**config.mk**
```make
export PLATFORM = sky130hd
export DESIGN_NAME = alu_op_sequencer_flat
export DESIGN_NICKNAME = d
export VERILOG_FILES = /design/src/rtl/alu_seq_pkg.sv /design/src/rtl/alu_op_sequencer_if.sv /design/src/rtl/alu_op_sequencer_mul3.sv /design/src/rtl/alu_op_sequencer.sv /design/src/flat_wrapper.sv
export SDC_FILE = /design/constraint.sdc
export NUM_CORES = 1
export LEC_CHECK = 0
export ABC_CLOCK_PERIOD_IN_PS = 6000
export CAP_MARGIN = 20
export CORE_MARGIN = 5
export CORE_UTILIZATION = 55
export CTS_CLUSTER_DIAMETER = 30
export DETAILED_ROUTE_END_ITERATION = 6
export DONT_BUFFER_PORTS = 1
export PLACE_DENSITY = 0.73
export SYNTH_ARGS = -nofsm -noshare
export SYNTH_HDL_FRONTEND = slang
export SYNTH_SLANG_ARGS = --single-unit
```
**constraint.sdc**
```tcl
create_clock -name clk_2 -period 6 [get_ports clk_2]
set_input_delay 1.8 -clock clk_2 [delete_from_list [all_inputs] [get_ports clk_2]]
set_output_delay 1.8 -clock clk_2 [all_outputs]
set_load 0.01 [all_outputs]
```
**src/rtl/alu_seq_pkg.sv**
```systemverilog
// Shared opcode/state types and overflow bounds for the ALU operation sequencer.
package alu_seq_pkg;

    typedef enum logic [1:0] {
        OP_ADD  = 2'b00,
        OP_SUB  = 2'b01,
        OP_UMUL = 2'b10,
        OP_SMUL = 2'b11
    } op_e;

    typedef enum logic [1:0] {
        IDLE = 2'd0,
        EXEC = 2'd1,
        DONE = 2'd2
    } state_e;

    localparam int OVF_MIN = -4;
    localparam int OVF_MAX = 3;

    localparam int unsigned ID_W = 1;

    // Magnitude of a 3-bit two's complement value; -4 maps to 3'b100 (4).
    function automatic logic [2:0] abs3(input logic [2:0] v);
        return v[2] ? (~v + 3'd1) : v;
    endfunction

endpackage

```
**src/rtl/alu_op_sequencer_if.sv**
```systemverilog
// Request/result bus between requesters (master) and the ALU sequencer (slave).
interface alu_op_sequencer_if
    import alu_seq_pkg::*;
#(
    parameter int unsigned NREQ  = 2,
    parameter int unsigned W_OP  = 3,
    parameter int unsigned W_RES = 6
) ();

    logic [NREQ-1:0]      req_valid;
    logic [2*NREQ-1:0]    req_op;
    logic [W_OP*NREQ-1:0] req_a;
    logic [W_OP*NREQ-1:0] req_b;
    logic [NREQ-1:0]      req_ready;
    logic                 busy;
    logic                 res_valid;
    logic [W_RES-1:0]     res_data;
    logic                 res_ovf;
    logic [ID_W-1:0]      res_id;

    modport master (
        output req_valid, req_op, req_a, req_b,
        input  req_ready, busy, res_valid, res_data, res_ovf, res_id
    );

    modport slave (
        input  req_valid, req_op, req_a, req_b,
        output req_ready, busy, res_valid, res_data, res_ovf, res_id
    );

endinterface

```
**src/rtl/alu_op_sequencer_mul3.sv**
```systemverilog
// Three-iteration unsigned shift-add multiplier, one multiplier bit per cycle, LSB first.
module shift_add_mul3 (
    input  logic       clk_i,
    input  logic       rst_i,
    input  logic       start_i,
    input  logic [2:0] mcand_i,
    input  logic [2:0] mplier_i,
    output logic       done_o,
    output logic [5:0] product_o
);

    logic       run_q;
    logic [1:0] cnt_q;
    logic [5:0] acc_q, acc_d;
    logic [5:0] mcand_q;
    logic [2:0] mplier_q;

    always_comb begin
        acc_d = acc_q + (mplier_q[0] ? mcand_q : 6'd0);
    end

    // The final partial sum is presented during the last iteration so the caller can capture it.
    assign done_o    = run_q && (cnt_q == 2'd2);
    assign product_o = acc_d;

    always_ff @(posedge clk_i) begin
        if (rst_i) begin
            run_q    <= 1'b0;
            cnt_q    <= '0;
            acc_q    <= '0;
            mcand_q  <= '0;
            mplier_q <= '0;
        end else if (start_i) begin
            run_q    <= 1'b1;
            cnt_q    <= '0;
            acc_q    <= '0;
            mcand_q  <= {3'b000, mcand_i};
            mplier_q <= mplier_i;
        end else if (run_q) begin
            acc_q    <= acc_d;
            mcand_q  <= {mcand_q[4:0], 1'b0};
            mplier_q <= {1'b0, mplier_q[2:1]};
            cnt_q    <= cnt_q + 2'd1;
            if (cnt_q == 2'd2) begin
                run_q <= 1'b0;
            end
        end
    end

endmodule

```
**src/rtl/alu_op_sequencer.sv**
```systemverilog
// Round-robin arbitrated add/sub/mul sequencer: IDLE grants, EXEC computes, DONE strobes the result.
module alu_op_sequencer
    import alu_seq_pkg::*;
#(
    parameter int unsigned NREQ  = 2,
    parameter int unsigned W_OP  = 3,
    parameter int unsigned W_RES = 6
) (
    input logic                clk_2,
    input logic                reset,
    alu_op_sequencer_if.slave  bus
);

    state_e            state_q, state_d;
    op_e               op_q;
    logic [W_OP-1:0]   a_q, b_q;
    logic [ID_W-1:0]   id_q, last_q;
    logic              neg_q;
    logic [W_RES-1:0]  res_data_q;
    logic              res_ovf_q;
    logic [ID_W-1:0]   res_id_q;

    logic              any_valid;
    int unsigned       cand, grant_idx;
    logic [NREQ-1:0]   valid_sh;
    logic [ID_W-1:0]   grant_id;
    op_e               sel_op;
    logic [W_OP-1:0]   sel_a, sel_b;
    logic              grant;

    logic              mul_start, mul_done;
    logic [5:0]        mul_prod;

    logic signed [W_OP+1:0] a_ext, b_ext, as_full;
    logic [W_RES-1:0]  exec_data;
    logic              exec_ovf;

    // Search starts one past the last granted requester.
    always_comb begin
        any_valid = 1'b0;
        grant_idx = 0;
        cand      = 0;
        valid_sh  = '0;
        for (int unsigned k = 1; k <= NREQ; k++) begin
            cand     = (32'(last_q) + k) % NREQ;
            valid_sh = bus.req_valid >> cand;
            if (!any_valid && valid_sh[0]) begin
                any_valid = 1'b1;
                grant_idx = cand;
            end
        end
        grant_id = ID_W'(grant_idx);
        sel_op   = op_e'(2'(bus.req_op >> (2 * grant_idx)));
        sel_a    = W_OP'(bus.req_a >> (grant_idx * W_OP));
        sel_b    = W_OP'(bus.req_b >> (grant_idx * W_OP));
        grant    = (state_q == IDLE) && any_valid;
    end

    assign mul_start = grant && sel_op[1];

    shift_add_mul3 u_mul (
        .clk_i     (clk_2),
        .rst_i     (reset),
        .start_i   (mul_start),
        .mcand_i   ((sel_op == OP_SMUL) ? abs3(sel_a) : sel_a),
        .mplier_i  ((sel_op == OP_SMUL) ? abs3(sel_b) : sel_b),
        .done_o    (mul_done),
        .product_o (mul_prod)
    );

    always_comb begin
        a_ext     = (W_OP+2)'(signed'(a_q));
        b_ext     = (W_OP+2)'(signed'(b_q));
        as_full   = (op_q == OP_SUB) ? (a_ext - b_ext) : (a_ext + b_ext);
        exec_ovf  = 1'b0;
        exec_data = '0;
        if (op_q[1]) begin
            exec_data = neg_q ? (W_RES'(0) - W_RES'(mul_prod)) : W_RES'(mul_prod);
        end else begin
            exec_data = W_RES'(signed'(as_full[W_OP-1:0]));
            exec_ovf  = (as_full < (W_OP+2)'(OVF_MIN)) || (as_full > (W_OP+2)'(OVF_MAX));
        end
    end

    always_ff @(posedge clk_2) begin
        if (reset) begin
            state_q <= IDLE;
        end else begin
            state_q <= state_d;
        end
    end

    always_comb begin
        state_d = state_q;
        case (state_q)
            IDLE:    if (any_valid) state_d = EXEC;
            EXEC:    if (!op_q[1] || mul_done) state_d = DONE;
            DONE:    state_d = IDLE;
            default: state_d = IDLE;
        endcase
    end

    always_comb begin
        bus.busy      = (state_q != IDLE);
        bus.res_valid = (state_q == DONE);
        bus.req_ready = grant ? (NREQ'(1) << grant_idx) : '0;
        bus.res_data  = res_data_q;
        bus.res_ovf   = res_ovf_q;
        bus.res_id    = res_id_q;
    end

    always_ff @(posedge clk_2) begin
        if (reset) begin
            op_q       <= OP_ADD;
            a_q        <= '0;
            b_q        <= '0;
            id_q       <= '0;
            last_q     <= ID_W'(NREQ - 1);
            neg_q      <= 1'b0;
            res_data_q <= '0;
            res_ovf_q  <= 1'b0;
            res_id_q   <= '0;
        end else begin
            if (grant) begin
                op_q   <= sel_op;
                a_q    <= sel_a;
                b_q    <= sel_b;
                id_q   <= grant_id;
                last_q <= grant_id;
                neg_q  <= (sel_op == OP_SMUL) && (sel_a[W_OP-1] ^ sel_b[W_OP-1]);
            end
            if ((state_q == EXEC) && (state_d == DONE)) begin
                res_data_q <= exec_data;
                res_ovf_q  <= exec_ovf;
                res_id_q   <= id_q;
            end
        end
    end

endmodule
```
**src/flat_wrapper.sv**
```systemverilog
// flat-port wrapper written by rule: the top's interface ports become plain ports
module alu_op_sequencer_flat import alu_seq_pkg::*;
#(
    parameter int unsigned NREQ  = 2,
    parameter int unsigned W_OP  = 3,
    parameter int unsigned W_RES = 6
)
  (clk_2, reset, bus_req_valid, bus_req_op, bus_req_a, bus_req_b, bus_req_ready, bus_busy, bus_res_valid, bus_res_data, bus_res_ovf, bus_res_id);
  alu_op_sequencer_if #(.NREQ(NREQ), .W_OP(W_OP), .W_RES(W_RES)) bus_i ();
  input logic clk_2;
  input logic reset;
  input wire logic [$bits(bus_i.req_valid)-1:0] bus_req_valid;
  input wire logic [$bits(bus_i.req_op)-1:0] bus_req_op;
  input wire logic [$bits(bus_i.req_a)-1:0] bus_req_a;
  input wire logic [$bits(bus_i.req_b)-1:0] bus_req_b;
  output wire logic [$bits(bus_i.req_ready)-1:0] bus_req_ready;
  output wire logic [$bits(bus_i.busy)-1:0] bus_busy;
  output wire logic [$bits(bus_i.res_valid)-1:0] bus_res_valid;
  output wire logic [$bits(bus_i.res_data)-1:0] bus_res_data;
  output wire logic [$bits(bus_i.res_ovf)-1:0] bus_res_ovf;
  output wire logic [$bits(bus_i.res_id)-1:0] bus_res_id;
  assign bus_i.req_valid = bus_req_valid;
  assign bus_i.req_op = bus_req_op;
  assign bus_i.req_a = bus_req_a;
  assign bus_i.req_b = bus_req_b;
  assign bus_req_ready = bus_i.req_ready;
  assign bus_busy = bus_i.busy;
  assign bus_res_valid = bus_i.res_valid;
  assign bus_res_data = bus_i.res_data;
  assign bus_res_ovf = bus_i.res_ovf;
  assign bus_res_id = bus_i.res_id;
  alu_op_sequencer #(.NREQ(NREQ), .W_OP(W_OP), .W_RES(W_RES)) u_core (.clk_2(clk_2), .reset(reset), .bus(bus_i));
endmodule
```
; ---- Word-level counts from Yosys, hierarchy flattened
; Index checks and enable logic that the tools add are counted.
[classes]
n_addsub = 9
n_mul = 1
order_cmp = 2
n_eq_ne = 6
shift = 6
muxes = 24
bitwise = 3
n_reduce_logical = 14
[op_table]
columns = cell, count
row1 = right shift 6 x 32 -> 3 bit, 2
row2 = two-way mux 3 bit, 8
row3 = two-way mux 6 bit, 3
row4 = == test 2 bit (second input constant), 4
row5 = two-way mux 1 bit, 8
row6 = adder 3 x 1 -> 3 bit (second input constant), 2
row7 = adder 6 bit, 1
row8 = logical AND 1 bit, 6
row9 = two-way mux 2 bit, 3
row10 = NOT 3 bit, 2
row11 = subtractor 1 x 6 -> 6 bit (first input constant), 1
row12 = > comparator 5 x 3 -> 1 bit (second input constant), 1
row13 = < comparator 5 x 3 -> 1 bit (second input constant), 1
row14 = two-way mux 5 bit, 1
row15 = adder 3 x 3 -> 4 bit, 1
row16 = == test 2 x 1 -> 1 bit (second input constant), 2
row17 = case mux 2 bit (2 select lines), 1
row18 = nonzero test 2 bit, 2
row19 = right shift 2 x 1 -> 1 bit, 2
row20 = right shift 4 x 2 -> 2 bit, 1
row21 = subtractor 3 x 3 -> 4 bit, 1
row22 = multiplier 1 x 2 -> 3 bit (second input constant), 1
row23 = adder 1 bit (second input constant), 2
row24 = adder 2 x 1 -> 2 bit (second input constant), 1
row25 = 6 further kinds, 8
[word_totals]
regBits = 39
output_inout_bits = 12
wordCells = 81

; ---- Depth between registers and ports, before layout
; Gate-level depths: netlist of the first run.
[depth]
ltp_word = 13
depth_mapped = 11
ltp_nobuf = 11

; ---- Hierarchy
; Synthesis of the first run repeated with hierarchy kept, for this count alone.
[unflattened]
cells_unflattened = 259
area_unflattened_um2 = 2306.0
[by_module_without_submodules]
columns = mod, instances, cells_each, area_per_inst_um2, seq_area_each_um2
row1 = alu_op_sequencer, 1, 155, 1380.1, 420.4
row2 = shift_add_mul3, 1, 104, 925.9, 360.3

; ---- Worst setup path before layout of the first run
; OpenSTA, ideal clock, no wires.
[synth_timing]
path_type = input port to output port
start = input port bus_req_valid[1]
end = output port bus_req_ready[1]
t_arrival_ps = 2316
t_required_ps = 4200
setup_slack_ps = 1884
stages = 3
n_path_buf = 1
cell_sequence = a21boi_2 > buf_6 > and2_1
[synth_via]
elab_chain_cells = 7
[synth_lines]
columns = item, line_no
row1 = start: declaration, flat_wrapper.sv:12  ; input wire logic [$bits(bus_i.req_valid)-1:0] bus_req_valid;
row2 = right shift 2 x 1 -> 1 bit, alu_op_sequencer.sv:46  ; valid_sh = bus.req_valid >> cand;
row3 = two-way mux 1 bit, alu_op_sequencer.sv:47  ; if (!any_valid && valid_sh[0]) begin
row4 = zero test 1 bit, alu_op_sequencer.sv:47
row5 = logical AND 1 bit, alu_op_sequencer.sv:47
row6 = two-way mux 1 bit, alu_op_sequencer.sv:47
row7 = << shifter 1 x 1 -> 2 bit or logical AND 1 bit (tied branches), "alu_op_sequencer.sv:106, alu_op_sequencer.sv:56"
row8 = two-way mux 2 bit (*), alu_op_sequencer.sv:106  ; bus.req_ready = grant ? (NREQ'(1) << grant_idx) : '0;
row9 = end: declaration, flat_wrapper.sv:16  ; output wire logic [$bits(bus_i.req_ready)-1:0] bus_req_ready;
; Mark *: on every way between the ends. The rest lies on a longest branch, timed or not.

; ---- Final worst setup path of the first run
; Same ends and word-level chain as after synthesis.

==> results of run 1 <==
==> per-stage QoR <==
stage          worst slack [ps]  std cells
2_1_floorplan              1880        254
3_3_place_gp               1580        291
3_5_place_dp               1540        291
4_1_cts                    1540        299
5_1_grt                    1500        299
6_report                   1560        299
==> worst reg2reg max path, delay by kind of cell (launching register included) <==
family | cells | cell delay, ps
XOR/XNOR | 1 | 170
AND/OR/NAND/NOR | 3 | 630
adder cells (fa/ha/maj) | 1 | 490
multiplexers | 1 | 420
AO/OA/AOI/OAI | 2 | 300
flip-flops | 1 | 450
==> final timing paths <==
check,end,depth (start not counted)
worst min register to register,u_core.u_mul.cnt_q[1],2
worst min-delay path,u_core.u_mul.cnt_q[1],2
worst max-delay path,bus_req_ready[1],2
worst max register to register,u_core.bus.res_data[5],8
==> sequential cells by signal, summed over array words and instances, names as in the netlist <==
name / cells
u_core.u_mul.run_q: 1
u_core.state_q: 2
u_core.bus.res_ovf: 1
u_core.bus.res_id: 1
u_core.b_q: 3
u_core.last_q: 1
u_core.u_mul.acc_q: 6
u_core.u_mul.mcand_q: 6
u_core.id_q: 1
u_core.neg_q: 1
u_core.a_q: 3
u_core.u_mul.mplier_q: 3
u_core.op_q: 2
u_core.bus.res_data: 6
u_core.u_mul.cnt_q: 2
==> kinds of logic after synthesis <==
group / count (synthesis) / share of synthesized area
buffers and inverters: 25 / 0.0552
and+or+nand+nor: 85 / 0.179
AOI/OAI and AO/OA: 56 / 0.179
xor gates and xnor gates: 16 / 0.0625
muxes: 18 / 0.0865
DFF: 39 / 0.348
adders and majority gates: 15 / 0.0904
==> cells in the final DEF (no fill, tap or decap), types with 3 or more instances in the layout <==
cell type and instances:
a211oi_1 19, a211oi_2 3, a21oi_1 18, and2_1 5, clkbuf_8 7, dfxtp_1 39
ha_1 13, inv_1 12, mux2i_1 16, nand2_1 7, nor2_1 49, nor2b_1 9
nor3_1 4, xnor2_1 12, xor2_1 4
==> power breakdown <==
group	switching [mW]	internal, mW
sequential	0.0302	0.284
clock	0.0889	0.105
combinational	0.0886	0.0787
total	0.208	0.468
==> metal layers <==
metal,GRT usage,vias up,share of wire
li1,-,866,-
met1,0.225,698,0.49
met2,0.263,36,0.43
met3,0.0588,7,0.061
met4,0.0543,0,0.014
met5,0,-,0
==> final cells by class <==
type / instances / area, sq um / area share
Multi-Input combinational cell: 190 / 1340 / 0.575
Sequential cell: 39 / 781 / 0.336
Clock buffer: 8 / 100 / 0.0430
Tap cell: 50 / 62.6 / 0.0269
Inverter: 12 / 45.0 / 0.0194
==> flow_summary.toml, run 1 <==
[status]
status = "completed"

[synthesis]
yosysUniqueCellTypes = 41
syn_area_per_cell_sq_um = 8.83
post-synth-top-count-cell = "nor2_1"
synth_top_area_frac = 0.348
ys_warn_count = 0
synth_edf_count = 0
synth_nets = 289
syn_inst = 254
async_flop_share = 0
seq_area_frac_synth = 0.348
synthTopCellsByCount = "nor2_1 (49), dfxtp_1 (39), a211oi_1 (19)"
yosys_most_used_dff = "dfxtp_1"
syn_area_sq_um = 2240
ys_ff_latch = 39
synth_area_leaders = "dfxtp_1 (35%), nor2_1 (8.2%), ha_1 (7.3%)"
yosys.area.top_type = "dfxtp_1"

[final_layout]
design_area_sq_um = 2330
nets = 283
area_growth_pct = 3.74
fillCellCount = 359
drive_above_1_share = 0.0723
diodes = 0
finish.utilization = 0.586

[clocking]
cts_max_path_buffers = 2
cts_sinks = 39
cts_tree = "built"
postCtsSetupBuffers = 0
cts_inserted_buffers = 5
clk_latency_ps = 290
cts_hold_buf = 0
root_buffer = "clkbuf_8"
clk_pin_slew_ps = 70
cts_resized = 0
cts_max_level = 2

[power_and_ir_drop]
power.density_nw_per_um2 = 290
max-vdd-ir-drop_mv = 0.176
leakagePower_nw = 0.894
p_total_mw = 0.675

[global_routing]
track_usage = 0.171
grt_pass1_wl_mm = 7.21
globalRouteOverflowTotal = 0
antenna_found_initial = 0
grt_max_degree = 31
grt_pass1_vias = 1570

[floorplan]
initial_core_util = 0.565
die_w_um = 73.9
coreArea_sq_um = 3970
num_io_pins = 32
rows = 23
dieArea_sq_um = 5450
die_h_um = 73.9

[worst_setup_path]
r2r_start = "u_core.op_q[1]"
cpLargestDelayFamily = "compound AO/OA/AOI/OAI gates"
crit_chain = "a21boi_2 -> and2_1"
end_kind = "output pin"
cp_num_buf_inv = 0
worstPathArrival_ps = 2640
timing.reg2reg.setup_slack_ps = 3480
start_kind = "input pin"
slowest_delay_ps = 520
crit_type = "input pin to output pin"
worstPathRequired_ps = 4200
worstPathMaxFanout = 10
cpMaxStageDelayCell = "a21boi_2"
cp-startpoint = "bus_req_valid[1]"

[detailed_routing]
drtPass1Iterations = 4
drcViolationCount = 0
drt-wirelength-per-cell_um = 13.8
vias = 1607
drt_iter0_markers = 59
drtAntennaViolNets = 0
vias_per_cell = 5.37
routed_wl_mm = 4.12

[timing]
timing.setup.tns_ps = 0
worst_pin_slew_ps = 1060
rsz0062_at_grt = "false"
setup_viol = 0
max_freq_mhz = 225
skew_ps = 2.47
hold_viol = 0
drv_slew = 0
max_slew_margin = 0.295
holdWs_ps = 488
period_needed_ps = 4440
period_share = 0.740

[place]
placed_area_sq_um = 2230
port_buffers = 0
routabilityCongestion = 0.756
hpwlAfterDp_mm = 3.13

[job]
drv_cap = 0

[hold_path]
hp-class = "flop to flop"
hp-start = "u_core.u_mul.cnt_q[1]"
(Power assumes the default switching activity.)
==> inputs of run 2 (changes only) <==
ABC_CLOCK_PERIOD_IN_PS = 4540   (was 6000)
clock period = 4.54 ns   (was 6 ns; I/O delays follow)
==> run 2 against run 1 <==
Compared with the run above: sequential power increased by 30%; hold slack got worse by 0.54 ps; worst setup slack worse by 340 ps; utilization up 0.063 points; first-iteration DRC count unchanged; sequential share of layout area about the same; global-route usage hardly changed; clock skew is 5.7 ps higher; critical path depth is 1 higher; clock power is 22% higher; critical endpoint unchanged; combinational power grew 38%; routed wire length decreased by 1.3%.
==> flow_summary.toml, run 2 (synthesis gave the netlist of run 1 again) <==
[status]
status = "completed"

[worst_setup_path]
worstPathRequired_ps = 3180
cpLargestDelayFamily = "simple AND/OR/NAND/NOR gates"
cp_num_buf_inv = 1
crit_chain = "a21boi_2 -> buf_4 -> and2_1"
crit_type = "input pin to output pin"
start_kind = "input pin"
worstPathMaxFanout = 10
end_kind = "output pin"
slowest_delay_ps = 240
cpMaxStageDelayCell = "and2_1"
worstPathArrival_ps = 1960

[detailed_routing]
vias_per_cell = 5.41
drt-wirelength-per-cell_um = 13.6
drt_iter0_markers = 59
drtPass1Iterations = 4
vias = 1622
drcViolationCount = 0
drtAntennaViolNets = 0
routed_wl_mm = 4.07

[timing]
period_share = 0.731
setup_viol = 0
hold_viol = 0
drv_slew = 0
period_needed_ps = 3320
worst_pin_slew_ps = 799
skew_ps = 8.14
timing.setup.tns_ps = 0
max_freq_mhz = 301
max_slew_margin = 0.465
rsz0062_at_grt = "false"

[clocking]
cts_resized = 0
cts_inserted_buffers = 5
clk_latency_ps = 290
cts_hold_buf = 0
cts_max_level = 2
postCtsSetupBuffers = 0
clk_pin_slew_ps = 70
cts_max_path_buffers = 2
cts_tree = "built"
cts_sinks = 39
root_buffer = "clkbuf_8"

[final_layout]
area_growth_pct = 3.85
finish.utilization = 0.586
design_area_sq_um = 2330
final_common_cell = "nor2_1"
layout_common_cells = "nor2_1 (49), dfxtp_1 (39), a211oi_1 (19)"
diodes = 0
nets = 285
drive_above_1_share = 0.0800
fillCellCount = 371
multiInputGateArea_sq_um = 1340
final-seq-area_sq_um = 781

[global_routing]
grt_max_degree = 31
grt_pass1_vias = 1607
antenna_found_initial = 0
track_usage = 0.172
grt_pass1_wl_mm = 7.22
globalRouteOverflowTotal = 0

[place]
placed_area_sq_um = 2240
routabilityCongestion = 0.770
port_buffers = 0
hpwlAfterDp_mm = 3.11

[floorplan]
die_w_um = 73.9
dieArea_sq_um = 5450
initial_core_util = 0.565
coreArea_sq_um = 3970
num_io_pins = 32
rows = 23
die_h_um = 73.9

[job]
drv_cap = 0

[power_and_ir_drop]
power.density_nw_per_um2 = 375
leakagePower_nw = 0.900
p_total_mw = 0.874
max-vdd-ir-drop_mv = 0.175

[hold_path]
hp-class = "flop to flop"
## run 2: cell types whose count changed in the layout (fill, tap and decap cells not counted)
cell | previous run | this run
clkbuf_8 | 7 | 6
clkinv_2 | 0 | 1
clkbuf_1 | 1 | 0
buf_4 | 0 | 2
## run 2: path summary, 6_finish.rpt
kind | startpoint | endpoint | slack, ps | cells after the start
min | u_core.u_mul.cnt_q[1] | u_core.u_mul.cnt_q[1] | 490 | 2
min reg2reg | u_core.u_mul.cnt_q[1] | u_core.u_mul.cnt_q[1] | 490 | 2
max | bus_req_valid[1] | bus_req_ready[1] | 1220 | 3
max reg2reg | u_core.op_q[1] | u_core.bus.res_data[5] | 2020 | 8
## run 2: cell type report
class	instances	area share
Inverter	12	0.0193
Multi-Input combinational cell	190	0.574
Clock inverter	1	0.00215
Timing Repair Buffer	2	0.00645
Clock buffer	6	0.0355
Tap cell	50	0.0269
Sequential cell	39	0.335
## run 2: metrics by stage
| stage | setup WS (ps) | hold WS, ps | instances |
|---|---|---|---|
| 4_1_cts | 1210 | 490 | 300 |
| 3_5_place_dp | 1210 | 479 | 293 |
| 6_report | 1220 | 488 | 300 |
| 3_3_place_gp | 1250 | 469 | 293 |
| 5_1_grt | 1170 | 506 | 300 |
| 2_1_floorplan | 1300 | 456 | 254 |
## run 2: worst register-to-register path: cells and delay by family, from the launching register on
family | cells | cell delay, ps
xor gates and xnor gates | 1 | 180
AOI/OAI and AO/OA | 2 | 300
adders and majority gates | 1 | 470
DFF | 1 | 450
and+or+nand+nor | 3 | 660
muxes | 1 | 410
## run 2: where the power goes
part,internal [mW],leakage [nW],switching [mW],total [mW]
clock,0.119,0.0470,0.116,0.236
sequential,0.376,0.319,0.0312,0.407
combinational,0.106,0.533,0.126,0.231
total,0.600,0.900,0.273,0.874
## run 2: metal layers
layer  wire [um]  global-route usage  vias to the layer above
met1        2020               0.224                      712
met4          70              0.0664                        0
li1            -                   -                      867
met5           0                   0                        -
met2        1750               0.262                       36
met3         222              0.0547                        7
